## config.mk

```make
export PLATFORM = sky130hd
export DESIGN_NAME = range_fixer
export DESIGN_NICKNAME = d
export VERILOG_FILES = /design/src/rtl/range_fixer.sv
export SDC_FILE = /design/constraint.sdc
export NUM_CORES = 1
export LEC_CHECK = 0
export CORE_ASPECT_RATIO = 1.25
export CORE_MARGIN = 2
export CORE_UTILIZATION = 45
export CTS_CLUSTER_DIAMETER = 120
export DETAILED_ROUTE_END_ITERATION = 16
export RECOVER_POWER = 25
export SETUP_SLACK_MARGIN = 0.4
export SYNTH_ARGS = -nofsm -noshare
export SYNTH_HDL_FRONTEND = slang
export SYNTH_SLANG_ARGS = --single-unit
```

## constraint.sdc

```tcl
create_clock -name clk -period 8.3 [get_ports clk]
set_clock_uncertainty 0.1 [all_clocks]
set_input_delay 1.66 -clock clk [delete_from_list [all_inputs] [get_ports clk]]
set_output_delay 1.66 -clock clk [all_outputs]
set_load 0.05 [all_outputs]
```

## src/rtl/range_fixer.sv

```systemverilog
// Registered floored-mod-100 normaliser: signed 10-bit in, 0..99 out.
// One cycle latency, no handshake, synchronous active-high reset.
module range_fixer (
    input  logic       clk,
    input  logic       rst,
    input  logic [9:0] nf_val,
    output logic [6:0] adj_val
);

    logic       neg;
    logic [9:0] mag;
    logic [9:0] r400;
    logic [9:0] r200;
    logic [9:0] r100a;
    logic [9:0] r100b;
    logic [9:0] res;

    assign neg = nf_val[9];

    // -512 has magnitude 512, which needs the full 10 unsigned bits
    assign mag = neg ? (~nf_val + 10'd1) : nf_val;

    assign r400  = (mag   >= 10'd400) ? (mag   - 10'd400) : mag;
    assign r200  = (r400  >= 10'd200) ? (r400  - 10'd200) : r400;
    assign r100a = (r200  >= 10'd100) ? (r200  - 10'd100) : r200;
    assign r100b = (r100a >= 10'd100) ? (r100a - 10'd100) : r100a;

    assign res = (neg && (r100b != 10'd0)) ? (10'd100 - r100b) : r100b;

    always_ff @(posedge clk) begin
        if (rst) begin
            adj_val <= 7'd0;
        end else begin
            adj_val <= res[6:0];
        end
    end

endmodule

```

* Yosys cells after proc, flatten, opt, wreduce, memory -nomap -nowiden
Cells that the tools add are included.
** Storage, ports and cells
- Bits in latches :: 0
- Bits in writable memories :: 0
- Bits of input ports :: 12
- ROM bits :: 0
- Bits in registers :: 7
- Memories kept :: 0
- Output and inout port bits :: 7
** Cells by class
- Reduce and logical (&&, ||, !) cells :: 2
- $mul :: 0
- Shifts and indexed selects :: 0
- Add/subtract/negate cells :: 6
- $lt $le $gt $ge :: 4
- Equality and inequality tests :: 0
- Div/mod/pow operators :: 0
- Muxes and demuxes :: 6
- Bitwise gates (word level) :: 1
** Operators by type and width (number)
- two-way mux 10 bit :: 5
- greater-or-equal comparator 10 x 7 -> 1 bit (second input constant) :: 2
- subtractor 10 x 7 -> 10 bit (second input constant) :: 2
- adder 10 x 1 -> 10 bit (second input constant) :: 1
- greater-or-equal comparator 10 x 8 -> 1 bit (second input constant) :: 1
- greater-or-equal comparator 10 x 9 -> 1 bit (second input constant) :: 1
- inverter 10 bit :: 1
- nonzero test 10 bit :: 1
- subtractor 10 x 8 -> 10 bit (second input constant) :: 1
- subtractor 10 x 9 -> 10 bit (second input constant) :: 1
- two-way mux 7 bit :: 1
- subtractor 7 bit (first input constant) :: 1
- logical AND 1 bit :: 1

* Depth between registers and ports, before layout
Gate-level depths: netlist (run 1).
- Depth in word-level cells :: 14
- Mapped depth :: 25
- Mapped depth without buffers :: 22

* Least setup slack after synthesis (run 1)
Ideal clock, no wire load.
- Path kind :: input -> register
- Start :: input port nf_val[3]
- End :: register adj_val[6]
- Stages :: 23
- Path slack :: 1.863 ns
- Data arrival time :: 6.222 ns
- Cell sequence :: buf_6 or4_4 buf_6 or4_4 a32oi_4 nor4_2 nor2_1 ha_1 clkbuf_1 nand2_1 o31ai_1 a211oi_1 o22a_1 and3_1 or2_0 clkbuf_1 a21oi_4 mux2i_1 a21boi_2 nor3b_2 o41ai_2 and3_1 nor3_1
** On the way
- Cells in the longest elaborated chain, start to end :: 14
** RTL lines
- start, declared :: line 6 : input logic [9:0] nf_val,
- inverter 10 bit :: line 21 : assign mag = neg ? (~nf_val + 10'd1) : nf_val;
- adder 10 x 1 -> 10 bit :: line 21
- two-way mux 10 bit (*) :: line 21
- subtractor 10 x 9 -> 10 bit or greater-or-equal comparator 10 x 9 -> 1 bit (tied branches) :: line 23 : assign r400 = (mag >= 10'd400) ? (mag - 10'd400) : mag;
- two-way mux 10 bit (*) :: line 23
- subtractor 10 x 8 -> 10 bit or greater-or-equal comparator 10 x 8 -> 1 bit (tied branches) :: line 24 : assign r200 = (r400 >= 10'd200) ? (r400 - 10'd200) : r400;
- two-way mux 10 bit (*) :: line 24
- subtractor 10 x 7 -> 10 bit or greater-or-equal comparator 10 x 7 -> 1 bit (tied branches) :: line 25 : assign r100a = (r200 >= 10'd100) ? (r200 - 10'd100) : r200;
- two-way mux 10 bit (*) :: line 25
- subtractor 10 x 7 -> 10 bit or greater-or-equal comparator 10 x 7 -> 1 bit (tied branches) :: line 26 : assign r100b = (r100a >= 10'd100) ? (r100a - 10'd100) : r100a;
- two-way mux 10 bit (*) :: line 26
- branches (longest 2 deep; another with subtractor 7 bit)
- two-way mux 7 bit (*) :: line 28 : assign res = (neg && (r100b != 10'd0)) ? (10'd100 - r100b) : r100b;
- end signal, assigned :: line 34 : adj_val <= res[6:0];
- end, declared :: line 7 : output logic [6:0] adj_val
Every way passes the cells marked *.
A chain may end at the register's enable or synchronous reset.

* Final worst setup path (run 1)
- Start :: input port nf_val[0]
- End :: register adj_val[6]
The elaborated chain is that of the path after synthesis.

==> results of run 1 <==
-- synthesized netlist by cell type (6+ instances only) --
| library cell | number |
|---|---|
| sky130_fd_sc_hd__nor2_1 | 20 |
| sky130_fd_sc_hd__a21oi_1 | 19 |
| sky130_fd_sc_hd__nand2_1 | 19 |
| sky130_fd_sc_hd__clkbuf_1 | 17 |
| sky130_fd_sc_hd__nand3_1 | 16 |
| sky130_fd_sc_hd__o21ai_0 | 14 |
| sky130_fd_sc_hd__nor3_1 | 11 |
| sky130_fd_sc_hd__inv_1 | 9 |
| sky130_fd_sc_hd__and3_1 | 8 |
| sky130_fd_sc_hd__xnor2_1 | 8 |
| sky130_fd_sc_hd__dfxtp_1 | 7 |
| sky130_fd_sc_hd__o211ai_1 | 7 |
| sky130_fd_sc_hd__a21o_1 | 6 |
| sky130_fd_sc_hd__nand2b_1 | 6 |
-- stage by stage --
| step | area (um2) | util, % | total power [W] | setup WS (ns) | instances |
|---|---|---|---|---|---|
| after floorplan | 2157 | - | 0.0002875 | 1.863 | 301 |
| after global placement | 2351 | 50.46 | 0.0003549 | 0.5427 | 363 |
| after detailed placement | 2351 | 50.46 | 0.0003565 | 0.5877 | 363 |
| after CTS | 2396 | 51.42 | 0.0004069 | 0.8090 | 367 |
| after global routing | 2426 | 52.07 | 0.0004406 | 0.5615 | 371 |
| final | 2426 | 52.07 | 0.0004071 | 0.9807 | 371 |
-- logic make-up after synthesis --
logic type	after synthesis
simple gates	122
compound gates	119
buf+inv	31
xor+xnor	12
flops	7
mux	5
fa+ha+maj	5
-- how the worst max path moves through the flow --
stage / to / slack (ns) / cells past startpoint
6_report: adj_val[6]$_SDFF_PP0_ / 0.98 / 23
3_3_place_gp: adj_val[6]$_SDFF_PP0_ / 0.54 / 23
5_1_grt: adj_val[6]$_SDFF_PP0_ / 0.56 / 20
3_5_place_dp: adj_val[6]$_SDFF_PP0_ / 0.59 / 23
2_1_floorplan: adj_val[6]$_SDFF_PP0_ / 1.86 / 23
4_1_cts: adj_val[6]$_SDFF_PP0_ / 0.81 / 23
-- cell type report --
class	instances	area (um2)	area share, %
Multi-Input combinational cell	263	1877	77.36
Tap cell	60	75.07	3.094
Clock buffer	4	45.04	1.857
Sequential cell	7	140.1	5.776
Inverter	9	33.78	1.392
Timing Repair Buffer	28	255.2	10.52
-- critical path, stage by stage --
cell and delay, ns:
sky130_fd_sc_hd__dlygate4sd3_1 0.72, sky130_fd_sc_hd__inv_1 0.13, sky130_fd_sc_hd__ha_1 0.30, sky130_fd_sc_hd__or4b_1 0.29, sky130_fd_sc_hd__o21ai_0 0.09, sky130_fd_sc_hd__a311oi_1 0.63
sky130_fd_sc_hd__a211o_1 0.27, sky130_fd_sc_hd__o211a_1 0.27, sky130_fd_sc_hd__nor2_1 0.07, sky130_fd_sc_hd__xnor2_1 0.16, sky130_fd_sc_hd__inv_1 0.11, sky130_fd_sc_hd__ha_1 0.38
sky130_fd_sc_hd__nand2_1 0.16, sky130_fd_sc_hd__or4_4 0.44, sky130_fd_sc_hd__a211oi_2 0.22, sky130_fd_sc_hd__nor2_1 0.11, sky130_fd_sc_hd__a41oi_2 0.26, sky130_fd_sc_hd__nor4_1 0.08
sky130_fd_sc_hd__a21oi_1 0.14, sky130_fd_sc_hd__nand3_1 0.20, sky130_fd_sc_hd__o41ai_2 0.38, sky130_fd_sc_hd__and3_1 0.19, sky130_fd_sc_hd__nor3_1 0.04
-- per-layer routing --
layer | vias up | part of all wire [%]
li1 | 1208 | -
met1 | 1128 | 42
met2 | 93 | 51
met3 | 15 | 4.2
met4 | 0 | 2.6
met5 | - | 0
-- power by group through the flow --
stage	registers, W	logic [W]	clock network (W)
after floorplan	0.0000851	0.000202	0
after global placement	0.0000473	0.000308	0
after detailed placement	0.0000474	0.000309	0
after CTS	0.0000469	0.000310	0.0000501
after global routing	0.0000476	0.000343	0.0000505
final	0.0000465	0.000313	0.0000477
-- cell usage in the layout, fill, tap and decap left out, types with 7 or more instances in the layout --
| master | count |
|---|---|
| sky130_fd_sc_hd__a21oi_1 | 19 |
| sky130_fd_sc_hd__and3_1 | 8 |
| sky130_fd_sc_hd__buf_4 | 10 |
| sky130_fd_sc_hd__clkdlybuf4s50_1 | 15 |
| sky130_fd_sc_hd__dfxtp_1 | 7 |
| sky130_fd_sc_hd__inv_1 | 9 |
| sky130_fd_sc_hd__nand2_1 | 19 |
| sky130_fd_sc_hd__nand3_1 | 16 |
| sky130_fd_sc_hd__nor2_1 | 20 |
| sky130_fd_sc_hd__nor3_1 | 11 |
| sky130_fd_sc_hd__o211ai_1 | 7 |
| sky130_fd_sc_hd__o21ai_0 | 14 |
| sky130_fd_sc_hd__xnor2_1 | 8 |
==> out/summary.json, run 1 <==
{
  "required_ns": 8.31,
  "synth_top_area_cell": "sky130_fd_sc_hd__dfxtp_1",
  "startpoint_class": "primary input",
  "synth_mux_area_share_pct": 2.320,
  "relative_slew_slack_pct": 52.11,
  "largest_reg_flops": 7,
  "post_synth_fa_ha_maj_area_fraction_pct": 2.900,
  "yosys_warnings": 0,
  "result_of_the_run": "finished clean",
  "timing.critical_path.fanout_max": 7,
  "ys_seq_area_share_pct": 6.497,
  "die_outline_area_um2": 5367,
  "num-nets-final": 329,
  "setup.worst_path.class": "primary input to flop",
  "finalHoldViolCount": 0,
  "setup_viol": 0,
  "synth_area_leaders": "sky130_fd_sc_hd__dfxtp_1, sky130_fd_sc_hd__a21oi_1, sky130_fd_sc_hd__nand3_1",
  "p_r_area_growth_vs_syn_pct": 12.47,
  "yosys_register_bits": 7,
  "finalCriticalPeriod_ns": 7.319,
  "detailroute.via_count": 2444,
  "half_perimeter_wire_length_after_detailed_placement_mm": 4.822,
  "p_leak_nw": 0.8662,
  "die_height_um": 81.41,
  "antenna_diode_count": 0,
  "timing.critical_path.arrival_ns": 7.32,
  "gpl.final_weighted_congestion": 0.8999,
  "whs_path_depth": 2,
  "netlist.area_leader.share_pct": 6.497,
  "num-fill-cells": 468,
  "gr-usage-met3_pct": 2.493,
  "fin_worst_hold_slack_ns": 2.050,
  "synth-xor-area-share_pct": 4.872,
  "critical_path.endpoint_type": "flop",
  "finalSetupTns_ns": 0,
  "top_usage_layer": "met2",
  "p_seq_share_pct": 11.4,
  "timing.critical_path.from": "nf_val[0]",
  "synth_enable_flop_cells": 0,
  "unrepaired_setup_endpoints_after_global_routing": "false",
  "row_count": 28,
  "synthesis.nets": 318,
  "globalRouteMet1Util_pct": 29.07,
  "detail_route.wl_per_cell_um": 17.08,
  "number_of_buffers_inserted_during_clock_tree_synthesis": 3,
  "intPower_w": 0.0001940,
  "ys_dominant_reg_cell": "sky130_fd_sc_hd__dfxtp_1",
  "layout_worst_path_cycle_share_pct": 88.18,
  "postRouteAntennaNets": 0,
  "cts_hold_repair.buffers": 0,
  "power.share.combinational_pct": 76.8,
  "via_count_of_the_first_global_routing_pass": 2093,
  "drv_slew": 0,
  "dr.first_iter.drc_count": 275,
  "drive_above_1_share_pct": 13.18,
  "max_slew.worst_pin.slew_ns": 0.7132,
  "max_cap_violations": 0,
  "clock_path_buffers": 2,
  "largest_registers": "adj_val x7",
  "htreeDepth": 1,
  "drt_pre_antenna_iters": 4,
  "die_x_extent_um": 65.93,
  "whs_endpoint": "adj_val[4]$_SDFF_PP0_",
  "worstHoldStart": "rst",
  "cts.reportedPaths.clkPinSlew_ns": 0.04,
  "numPortBuffers": 18,
  "clock_sink_count": 7,
  "clock_power_share_pct": 11.7,
  "cts_post_setup_buffers_inserted": 0,
  "postSynth.asyncResetShare_pct": 0,
  "synth.cell_area_um2": 2157,
  "ys_types": 80,
  "hold_class": "primary input to flop",
  "power.density_cell_area_nw_per_um2": 167.8,
  "avgViaCountPerCell": 6.588,
  "route.detailed.drc": 0,
  "placeable_core_region_um2": 4659,
  "switching_share_pct": 52.34,
  "global_route.usage.met2_pct": 39.70,
  "grt_antenna_before_repair": 0,
  "clockRootBuffer": "sky130_fd_sc_hd__clkbuf_8",
  "yosys.area_share.simple_pct": 32.37,
  "registers.top_by_ff_count": "adj_val",
  "net-switching-power_w": 0.0002131,
  "grt_pass1_wl_mm": 9.963,
  "grt_max_degree": 23,
  "synth_compound_gate_area_share_pct": 44.55,
  "grt_use_total_pct": 23.11,
  "cts_tree": "yes",
  "largest_family_of_logic_cells_by_synthesized_area": "compound AO/OA/AOI/OAI gates",
  "initial_core_util_pct": 46.29,
  "netlist_instances": 301,
  "power.ir.vdd_worst_uv": 168.4,
  "boundaryPins": 19,
  "max_freq_mhz": 136.6,
  "remaining_overflow_grt": 0,
  "syn-mean-instance-area_um2": 7.166,
  "wirelength_mm": 6.336,
  "ctsResizeCount": 0
}
(Power assumes the default switching activity.)
==> run 2, diff against run 1 <==
--- a/config.mk
+++ b/config.mk
@@ -9,7 +9,9 @@
 export CORE_MARGIN = 2
 export CORE_UTILIZATION = 45
 export CTS_CLUSTER_DIAMETER = 120
+export CTS_CLUSTER_SIZE = 10
 export DETAILED_ROUTE_END_ITERATION = 16
+export HOLD_SLACK_MARGIN = 0.08
 export RECOVER_POWER = 25
 export SETUP_SLACK_MARGIN = 0.4
 export SYNTH_ARGS = -nofsm -noshare
==> results of run 2 <==
Same layout as run 1: the final DEF is identical, and so are final timing and power.
==> run 3, diff against run 2 <==
--- a/config.mk
+++ b/config.mk
@@ -11,7 +11,6 @@
 export CTS_CLUSTER_DIAMETER = 120
 export CTS_CLUSTER_SIZE = 10
 export DETAILED_ROUTE_END_ITERATION = 16
-export HOLD_SLACK_MARGIN = 0.08
 export RECOVER_POWER = 25
 export SETUP_SLACK_MARGIN = 0.4
 export SYNTH_ARGS = -nofsm -noshare
==> results of run 3 <==
Same layout as run 1: the final DEF is identical, and so are final timing and power.
